===== config.mk =====
export PLATFORM = sky130hd
export DESIGN_NAME = rx_ram_arb
export DESIGN_NICKNAME = d
export VERILOG_FILES = /design/src/rtl/rx_ram_arb_pkg.sv /design/src/rtl/rx_ram_arb.sv
export SDC_FILE = /design/constraint.sdc
export NUM_CORES = 1
export LEC_CHECK = 0
export ABC_AREA = 1
export BUFFER_PORTS_ARGS = -buffer_cell sky130_fd_sc_hd__buf_2
export CORE_ASPECT_RATIO = 1.4
export CORE_MARGIN = 2
export CORE_UTILIZATION = 45
export DETAILED_ROUTE_END_ITERATION = 8
export GPL_TIMING_DRIVEN = 0
export HOLD_SLACK_MARGIN = 0.15
export PLACE_DENSITY = 0.89
export SLEW_MARGIN = 20
export SYNTH_ARGS = -nofsm -noshare
export SYNTH_HDL_FRONTEND = slang
export SYNTH_SLANG_ARGS = --single-unit

===== constraint.sdc =====
create_clock -name clk_original -period 3.45 [get_ports clk_original]
set_input_delay 0.5175 -clock clk_original [delete_from_list [all_inputs] [get_ports clk_original]]
set_output_delay 0.5175 -clock clk_original [all_outputs]
set_load 0.01 [all_outputs]

===== src/rtl/rx_ram_arb_pkg.sv =====
// rx_ram_arb shared types: arbiter FSM state and grant indices.
// Imported by rx_ram_arb.
package rx_ram_arb_pkg;

  typedef enum logic [1:0] {
    IDLE = 2'd0,
    GNT0 = 2'd1,
    GNT1 = 2'd2
  } state_t;

  localparam logic GNT_M0 = 1'b0;
  localparam logic GNT_M1 = 1'b1;

endpackage


===== src/rtl/rx_ram_arb.sv =====
// Round-robin arbiter for one RX packet buffer RAM: m0 writer, m1 reader.
// Define RX_RAM_ARB_STATS_EN to add accepted write/read counters.
module rx_ram_arb
  import rx_ram_arb_pkg::*;
#(
  parameter int AW = 10,
  parameter int DW = 32
) (
  input  logic            clk_original,
  input  logic            rst_n,
  input  logic [AW-1:0]   m0_addr,
  input  logic            m0_write,
  input  logic [DW-1:0]   m0_writedata,
  input  logic [DW/8-1:0] m0_byteenable,
  output logic            m0_waitrequest,
  input  logic            m0_pkt_done,
  input  logic [AW-1:0]   m1_addr,
  input  logic            m1_read,
  output logic [DW-1:0]   m1_readdata,
  output logic            m1_readdatavalid,
  input  logic            m1_pkt_release,
  output logic [AW-1:0]   ram_addr,
  output logic            ram_chipselect,
  output logic            ram_write,
  output logic            ram_read,
  output logic [DW-1:0]   ram_writedata,
  output logic [DW/8-1:0] ram_byteenable,
  input  logic [DW-1:0]   ram_readdata,
  input  logic            ram_waitrequest,
`ifdef RX_RAM_ARB_STATS_EN
  output logic [15:0]     stat_wr_cnt,
  output logic [15:0]     stat_rd_cnt,
`endif
  output logic            buf_full
);

  localparam int BW = DW / 8;

  state_t          r_state;
  state_t          w_next;
  logic            r_last_gnt;
  logic            r_buf_full;
  logic            w_m0_elig;
  logic            w_m1_elig;
  logic            w_pick_m1;
  logic            w_acc;
  logic            w_start0;
  logic            w_start1;

  logic [AW-1:0]   r_addr;
  logic            r_cs;
  logic            r_wr;
  logic            r_rd;
  logic [DW-1:0]   r_wdata;
  logic [BW-1:0]   r_be;
  logic            r_rdv;
  logic [DW-1:0]   r_rdata;

  // Eligibility, round-robin pick and next state.
  always_comb begin
    w_m0_elig = m0_write && !r_buf_full;
    w_m1_elig = m1_read;
    w_pick_m1 = w_m1_elig &&
                (!w_m0_elig || (r_last_gnt == GNT_M0));
    w_acc     = (r_state != IDLE) && !ram_waitrequest;
    w_next    = r_state;
    unique case (r_state)
      IDLE: begin
        if (w_m0_elig || w_m1_elig)
          w_next = w_pick_m1 ? GNT1 : GNT0;
      end
      GNT0, GNT1: begin
        if (!ram_waitrequest)
          w_next = IDLE;
      end
      default: w_next = IDLE;
    endcase
    w_start0 = (r_state == IDLE) && (w_next == GNT0);
    w_start1 = (r_state == IDLE) && (w_next == GNT1);
  end

  // FSM state register.
  always_ff @(posedge clk_original or negedge rst_n) begin
    if (!rst_n) r_state <= IDLE;
    else        r_state <= w_next;
  end

  // Remember the last accepted master for round-robin.
  always_ff @(posedge clk_original or negedge rst_n) begin
    if (!rst_n)
      r_last_gnt <= GNT_M1;
    else if (w_acc)
      r_last_gnt <= (r_state == GNT1) ? GNT_M1 : GNT_M0;
  end

  // Packet lock: a new packet wins over a same-cycle release.
  always_ff @(posedge clk_original or negedge rst_n) begin
    if (!rst_n)              r_buf_full <= 1'b0;
    else if (m0_pkt_done)    r_buf_full <= 1'b1;
    else if (m1_pkt_release) r_buf_full <= 1'b0;
  end

  // RAM command latched at grant, held through stalls, dropped on accept.
  always_ff @(posedge clk_original or negedge rst_n) begin
    if (!rst_n) begin
      r_addr  <= '0;
      r_cs    <= 1'b0;
      r_wr    <= 1'b0;
      r_rd    <= 1'b0;
      r_wdata <= '0;
      r_be    <= '0;
    end else if (w_start0) begin
      r_addr  <= m0_addr;
      r_cs    <= 1'b1;
      r_wr    <= 1'b1;
      r_rd    <= 1'b0;
      r_wdata <= m0_writedata;
      r_be    <= m0_byteenable;
    end else if (w_start1) begin
      r_addr  <= m1_addr;
      r_cs    <= 1'b1;
      r_wr    <= 1'b0;
      r_rd    <= 1'b1;
      r_be    <= '1;
    end else if (w_acc) begin
      r_cs    <= 1'b0;
      r_wr    <= 1'b0;
      r_rd    <= 1'b0;
    end
  end

  // Read-valid one cycle after an accepted m1 read.
  always_ff @(posedge clk_original or negedge rst_n) begin
    if (!rst_n) r_rdv <= 1'b0;
    else        r_rdv <= w_acc && (r_state == GNT1);
  end

  // Keep the last returned word visible once valid drops.
  always_ff @(posedge clk_original or negedge rst_n) begin
    if (!rst_n)     r_rdata <= '0;
    else if (r_rdv) r_rdata <= ram_readdata;
  end

`ifdef RX_RAM_ARB_STATS_EN
  logic [15:0] r_wr_cnt;
  logic [15:0] r_rd_cnt;

  // Accepted-access counters, free-running wrap.
  always_ff @(posedge clk_original or negedge rst_n) begin
    if (!rst_n) begin
      r_wr_cnt <= '0;
      r_rd_cnt <= '0;
    end else if (w_acc) begin
      if (r_state == GNT0) r_wr_cnt <= r_wr_cnt + 16'd1;
      else                 r_rd_cnt <= r_rd_cnt + 16'd1;
    end
  end

  assign stat_wr_cnt = r_wr_cnt;
  assign stat_rd_cnt = r_rd_cnt;
`endif

  assign m0_waitrequest   = !((r_state == GNT0) && !ram_waitrequest);
  assign m1_readdatavalid = r_rdv;
  assign m1_readdata      = r_rdv ? ram_readdata : r_rdata;
  assign ram_addr         = r_addr;
  assign ram_chipselect   = r_cs;
  assign ram_write        = r_wr;
  assign ram_read         = r_rd;
  assign ram_writedata    = r_wdata;
  assign ram_byteenable   = r_be;
  assign buf_full         = r_buf_full;

endmodule


==> results_dict.tcl, run 1 <==
set metrics [dict create \
    status "complete, no violations" \
    routed_via_density 4.87 \
    layout.filler_cells 665 \
    post_synth_inst_count 369 \
    grt_first_pass_wirelength_um 15000 \
    drive_gt1_share_pct 43.4 \
    cts.repair.resized 0 \
    core-area_um2 7800 \
    layoutNonFillerInstCount 665 \
    min-delay-path-class "in2reg" \
    report.final.slew_viol_count 0 \
    firstDrtPassIters 4 \
    area_growth_syn_to_layout_pct 34.7 \
    numCtsBuffers 9 \
    arrival_ns 1.76 \
    overflow 0 \
    htree_levels 3 \
    yosys.cell_types.count 21 \
    clk-insertion-delay-late_ns 0.35 \
    dp.final_hpwl_um 7100 \
    yosys-top-cells-area "sky130_fd_sc_hd__dfrtp_1 58%, sky130_fd_sc_hd__nand2_1 12%, sky130_fd_sc_hd__mux2_2 9.2%, sky130_fd_sc_hd__nand3_1 6.4%, sky130_fd_sc_hd__inv_1 3.2%" \
    die_w_um 80.2 \
    max_slew_margin_pct 65.6 \
    finalCritPeriodShare_pct 65.9 \
    finalNetCount 659 \
    grtUsageTotal_pct 21.5 \
    dr.first_iter.drc_count 133 \
    fp-row-count 38 \
    drt_wl_total_um 9220 \
    final_skew_ns 0.0123 \
    mapped_nets 468 \
    slowest_stage "sky130_fd_sc_hd__mux2_2" \
    critPathMaxFanout 10 \
    synth_edf_count 0 \
    timing_worst_slew_pin_value_ns 0.516 \
    initial_antenna_violation_count 0 \
    synthArstFlopShare_pct 100 \
    cp-start-kind "flop" \
    warnings_from_yosys 0 \
    drt_drc_violations_left 0 \
    mean_syn_cell_area_um2 9.90 \
    clock-root-buffer "sky130_fd_sc_hd__clkbuf_8" \
    tritoncts "done" \
    fraction_of_post_synthesis_cell_area_in_the_top_cell_type_by_area_pct 58.2 \
    critPathKind "reg2out" \
    max_freq_mhz 440 \
    boundaryPins 179 \
    cp-end-kind "output port" \
    crit_required_ns 2.93 \
    clk_pin_slew_worst_paths_ns 0.08 \
    timing.final.ws_setup_ns 1.18 \
    yosys.cell_count.top_type "sky130_fd_sc_hd__nand2_1" \
    synthesis.area_um2 3650 \
    antenna_left 0 \
    gpl.final_weighted_congestion 0.783 \
    max-cap-violations 0 \
    yosys_most_used_dff "sky130_fd_sc_hd__dfrtp_1" \
    clkSinkCount 86 \
    place_inst 648 \
    whs_ns 0.372 \
    finalSetupTns_ns 0 \
    rsz0062_at_grt "false" \
    most_numerous_cell_types_in_the_synthesized_netlist "112 x sky130_fd_sc_hd__nand2_1, 85 x sky130_fd_sc_hd__dfrtp_1, 47 x sky130_fd_sc_hd__nand3_1, 31 x sky130_fd_sc_hd__inv_1, 30 x sky130_fd_sc_hd__mux2_2" \
    ir_drop_worst_vdd_mv 0.400 \
    max_stage_delay_ns 0.38 \
    vias 3241 \
    place.port_buffers 178 \
    yosys.area.top_type "sky130_fd_sc_hd__dfrtp_1" \
    leakage_nw 2.82 \
    power.total_w 0.00429 \
    cp_cell_sequence "clkbuf_1 -> buf_2 -> mux2_2 -> buf_2" \
    die_height_um 111 \
    setup_violations 0 \
    final.min_clock_period_ns 2.27 \
    fp.dieArea_um2 8870 \
    initial_core_util_pct 46.9 \
    clock_tree.buffer_depth 2 \
    worst_slack_at_placement_ns 1.51 \
    timing.final.hold_violations 0 \
    synth_seq_area_share_pct 58.9 \
    ys_seq_elements 86 \
    grt_start_max_net_pins 48 \
    post_drt_wl_per_cell_um 13.9 \
    via_count_of_the_first_global_routing_pass 3326 \
    timing.critical_path.mode_cell "sky130_fd_sc_hd__buf_2" \
    antenna-diode-count 0 \
    power.density_cell_area_nw_per_um2 872 \
]
-- worst max-delay path: cells and delay by family, from the launching register on --
kind / cells / cell delay (ns)
buffers and inverters: 3 / 0.66
muxes: 1 / 0.38
DFF: 1 / 0.37
-- state kept, by name, indices dropped and copies added (netlist names) --
name,flops
r_state,2
r_rdata,32
ram_write,1
ram_writedata,32
ram_addr,10
r_last_gnt,1
ram_read,1
m1_readdatavalid,1
ram_byteenable,4
buf_full,1
ram_chipselect,1
-- cell type report --
type	count	area (um2)	area share, %
clock buffer	13	149	3.03
sequential	86	2150	43.8
tap	100	125	2.54
multi-input combinational	228	1250	25.3
clock inverter	3	68.8	1.40
inverter	34	129	2.62
buffer	21	125	2.54
timing repair buffer	180	923	18.8
-- report_power, final --
group	total, W	internal (W)	switching [W]
combinational	0.00185	0.000801	0.00105
sequential	0.00167	0.00147	0.000199
clock	0.000767	0.000430	0.000337
total	0.00429	0.00270	0.00159
-- stage by stage --
| step | instance area, um2 | utilization, % |
|---|---|---|
| detailed placement | 4690 | 60.2 |
| floorplan | 3650 | - |
| global placement | 4670 | 59.9 |
| CTS | 4920 | 63.1 |
| finish | 4920 | 63.1 |
| global route | 4920 | 63.1 |
-- layout by cell type, fill, tap and decap left out, types with 8 or more instances in the layout --
cell type / count
sky130_fd_sc_hd__buf_2: 187
sky130_fd_sc_hd__clkbuf_1: 8
sky130_fd_sc_hd__clkbuf_8: 10
sky130_fd_sc_hd__dfrtp_1: 85
sky130_fd_sc_hd__inv_1: 31
sky130_fd_sc_hd__mux2_2: 30
sky130_fd_sc_hd__nand2_1: 112
sky130_fd_sc_hd__nand3_1: 47
sky130_fd_sc_hd__nand4_1: 13
sky130_fd_sc_hd__nor2_1: 15
-- kinds of logic (layout without fill, tap and decap cells) --
family          after synthesis  count (layout)  synth area share [%]
simple gates                190             190                  22.5
flops                        86              86                  58.9
buf+inv                      55             251                  6.95
mux                          32              32                  9.86
fa+ha+maj                     4               4                  1.37
compound gates                2               2                 0.342
-- path summary, 6_finish.rpt --
path | start | end | slack, ns | depth (start not counted)
max | m1_readdatavalid$_DFF_PN0_ | m1_readdata[18] | 1.18 | 4
max in group asynchronous | rst_n | r_rdata[23]$_DFF_PN0_ | 2.14 | 3
min | m1_pkt_release | buf_full$_DFFE_PN0P_ | 0.37 | 2
min in group asynchronous | rst_n | r_rdata[19]$_DFF_PN0_ | 0.68 | 2
min reg2reg | ram_writedata[10]$_DFFE_PN0P_ | ram_writedata[10]$_DFFE_PN0P_ | 0.48 | 2
max reg2reg | r_state[0]$_DFF_PN0_ | ram_addr[9]$_DFFE_PN0P_ | 1.53 | 11
-- what timing repair did --
action | in CTS | in global routing
hold buffers | 1 | 0
endpoints found under the hold margin | 23 | 0
buffers inserted | 0 | 0
-- routing by layer --
metal  wire, um  up-vias  share of wire [%]  track usage (%)
met4        262        0                2.8             10.3
met2       4790      148                 52             36.5
met1       3530     1509                 38             25.6
met3        632       25                6.9             4.00
met5          0        -                  0                0
li1           -     1559                  -                -
No activity file was read; power rests on OpenSTA's default activity.
==> run 2: changes to the inputs <==
Settings changed: ABC_AREA 1 to 0.
Clock period 3.45 ns to 2.31 ns, I/O delays scaled along.
==> results_dict.tcl, run 2 <==
set metrics [dict create \
    status "complete, no violations" \
    post_drt_wl_per_cell_um 15.6 \
    critPathMaxFanout 10 \
    finalSetupTns_ns 0 \
    mapped_nets 326 \
    core-area_um2 7410 \
    die_w_um 78.3 \
    ir_drop_worst_vdd_mv 0.601 \
    crit_required_ns 2.54 \
    yosys.cell_count.top_type "sky130_fd_sc_hd__dfrtp_1" \
    clk_pin_slew_worst_paths_ns 0.08 \
    routed_via_density 4.94 \
    dp.final_hpwl_um 6340 \
    clock_tree.buffer_depth 2 \
    tritoncts "done" \
    vias 2580 \
    grt_first_pass_wirelength_um 12700 \
    power_switching_share_pct 34.8 \
    clock-root-buffer "sky130_fd_sc_hd__clkbuf_8" \
    synthesis.area_um2 3470 \
    numCtsBuffers 9 \
    gpl.final_weighted_congestion 0.890 \
    yosys.area.top_type "sky130_fd_sc_hd__dfrtp_1" \
    report.final.slew_viol_count 0 \
    timing.final.hold_violations 0 \
    firstDrtPassIters 4 \
    yosys_most_used_dff "sky130_fd_sc_hd__dfrtp_1" \
    mean_syn_cell_area_um2 15.3 \
    switching_power_w 0.00218 \
    clk-insertion-delay-late_ns 0.34 \
    layoutNonFillerInstCount 522 \
    critPathKind "reg2reg" \
    fp.dieArea_um2 8450 \
    share_clk_of_total_power_pct 14.3 \
    layout.filler_cells 568 \
    clkSinkCount 86 \
    min-delay-path-class "in2reg" \
    grtUsageTotal_pct 19.5 \
    drt_drc_violations_left 0 \
    warnings_from_yosys 0 \
    initial_antenna_violation_count 0 \
    internal_power_w 0.00409 \
    die_height_um 108 \
    final.min_clock_period_ns 2.23 \
    final_skew_ns 0.00966 \
    leakage_nw 2.34 \
    reg2reg_setup_slack_ns 0.08 \
    htree_levels 3 \
    yosys.cell_types.count 34 \
    finalNetCount 522 \
    layout.cells.most_common_list "179 x sky130_fd_sc_hd__buf_2, 85 x sky130_fd_sc_hd__dfrtp_1, 61 x sky130_fd_sc_hd__mux2_2, 11 x sky130_fd_sc_hd__or3_1, 11 x sky130_fd_sc_hd__clkbuf_8" \
    placed_area_um2 4510 \
    whs_ns 0.182 \
    antenna-diode-count 0 \
    max_freq_mhz 449 \
    dr.first_iter.drc_count 80 \
    max-cap-violations 0 \
    place.port_buffers 178 \
    overflow 0 \
    synth_edf_count 0 \
    post_synth_inst_count 227 \
    setup_violations 0 \
    comb_power_share_pct 45.5 \
    seqPwrFrac_pct 40.2 \
    timing_worst_slew_pin_value_ns 0.563 \
    most_numerous_cell_types_in_the_synthesized_netlist "85 x sky130_fd_sc_hd__dfrtp_1, 61 x sky130_fd_sc_hd__mux2_2, 11 x sky130_fd_sc_hd__or3_1" \
    arrival_ns 2.45 \
    initial_core_util_pct 46.9 \
    grt_start_max_net_pins 45 \
    synthArstFlopShare_pct 100 \
    yosys-top-cells-area "sky130_fd_sc_hd__dfrtp_1 61%, sky130_fd_sc_hd__mux2_2 20%, sky130_fd_sc_hd__or3_1 2.0%, sky130_fd_sc_hd__o221a_1 1.6%, sky130_fd_sc_hd__o221a_2 1.6%" \
    ys_seq_elements 86 \
    cp-end-kind "flop" \
    layout.cells.most_common "sky130_fd_sc_hd__buf_2" \
    rsz0062_at_grt "true" \
    synth_seq_area_share_pct 62.0 \
    antenna_left 0 \
    place_inst 503 \
    drive_gt1_share_pct 67.5 \
    power.density_cell_area_nw_per_um2 1320 \
    cp-start-kind "flop" \
    drt_wl_total_um 8120 \
    design_area_um2 4760 \
    boundaryPins 179 \
    fp-row-count 37 \
    area_growth_syn_to_layout_pct 37.1 \
    max_slew_margin_pct 62.5 \
    via_count_of_the_first_global_routing_pass 2671 \
    fraction_of_post_synthesis_cell_area_in_the_top_cell_type_by_area_pct 61.2 \
    finalCritPeriodShare_pct 96.3 \
    post-route-util_pct 64.3 \
]
[run 2: cell types whose count changed in the layout (fill, tap and decap cells not counted), moves of 5 or more]
cell and delta:
sky130_fd_sc_hd__nand2_1 -110, sky130_fd_sc_hd__nand3_1 -47, sky130_fd_sc_hd__mux2_2 +31, sky130_fd_sc_hd__inv_1 -29, sky130_fd_sc_hd__nand4_1 -13, sky130_fd_sc_hd__nor2_1 -13
sky130_fd_sc_hd__or3_1 +11, sky130_fd_sc_hd__buf_2 -8, sky130_fd_sc_hd__clkbuf_1 -5, sky130_fd_sc_hd__o221a_1 +5, sky130_fd_sc_hd__o221a_2 +5
[run 2: logic make-up (layout without fill, tap and decap cells)]
kind of cell	count (synthesis)	after routing	synth area share (%)
compound gates	30	30	8.61
mux	64	64	20.7
flops	86	86	62.0
fa+ha+maj	4	4	1.44
buf+inv	17	215	2.45
simple gates	26	26	4.79
[run 2: metal layers]
layer | GRT usage [%] | part of all wire, %
met1 | 22.5 | 38
met2 | 35.6 | 54
met3 | 4.51 | 6.0
met4 | 6.39 | 1.2
met5 | 0 | 0
[run 2: area by class of cell]
class                           instances  area (um2)  area share, %
Sequential cell                        86        2150           45.2
Multi-Input combinational cell        124        1240           26.1
Timing Repair Buffer                  185         965           20.2
Clock buffer                           12         155           3.26
Tap cell                               97         121           2.55
Buffer                                 13         104           2.18
Inverter                                4        15.0          0.315
Clock inverter                          1        7.51          0.158
[run 2: power by group through the flow]
stage	clock (W)	sequential [W]	combinational, W
4_1_cts	0.000933	0.00252	0.00284
6_report	0.000898	0.00252	0.00285
5_1_grt	0.000990	0.00260	0.00310
2_1_floorplan	0	0.00269	0.00149
3_3_place_gp	0	0.00250	0.00270
3_5_place_dp	0	0.00255	0.00280
[run 2: timing repair]
| item | in CTS | in global routing |
|---|---|---|
| pin swaps | 1 | 1 |
| hold endpoints to repair | 41 | 0 |
| hold buffers | 1 | 0 |
| setup endpoints to repair | 42 | 55 |
| setup buffers | 3 | 2 |
| gates resized for setup | 7 | 12 |
[run 2: final timing paths]
path	depth (start not counted)	to	startpoint
hold reg to reg	1	r_rdata[31]$_DFF_PN0_	r_rdata[31]$_DFF_PN0_
hold / removal	2	buf_full$_DFFE_PN0P_	m0_pkt_done
max in group asynchronous	3	ram_writedata[7]$_DFFE_PN0P_	rst_n
setup / recovery	8	ram_addr[5]$_DFFE_PN0P_	r_state[0]$_DFF_PN0_
setup reg to reg	8	ram_addr[5]$_DFFE_PN0P_	r_state[0]$_DFF_PN0_
min in group asynchronous	2	r_rdata[17]$_DFF_PN0_	rst_n
[run 2: per-stage QoR]
step / setup slack [ns] / total power [W]
finish: 0.0850 / 0.00628
global route: -0.0104 / 0.00669
CTS: 0.00654 / 0.00629
detailed placement: -0.136 / 0.00535
global placement: -0.104 / 0.00520
floorplan: 0.133 / 0.00418
[run 2: critical path, stage by stage, from the launching register on]
cell and delay, ns:
sky130_fd_sc_hd__dfrtp_1 0.41, sky130_fd_sc_hd__inv_2 0.06, sky130_fd_sc_hd__ha_1 0.31, sky130_fd_sc_hd__and3_2 0.23
sky130_fd_sc_hd__a21o_4 0.21, sky130_fd_sc_hd__or3_1 0.38, sky130_fd_sc_hd__buf_6 0.14, sky130_fd_sc_hd__buf_6 0.13
sky130_fd_sc_hd__o221a_1 0.24
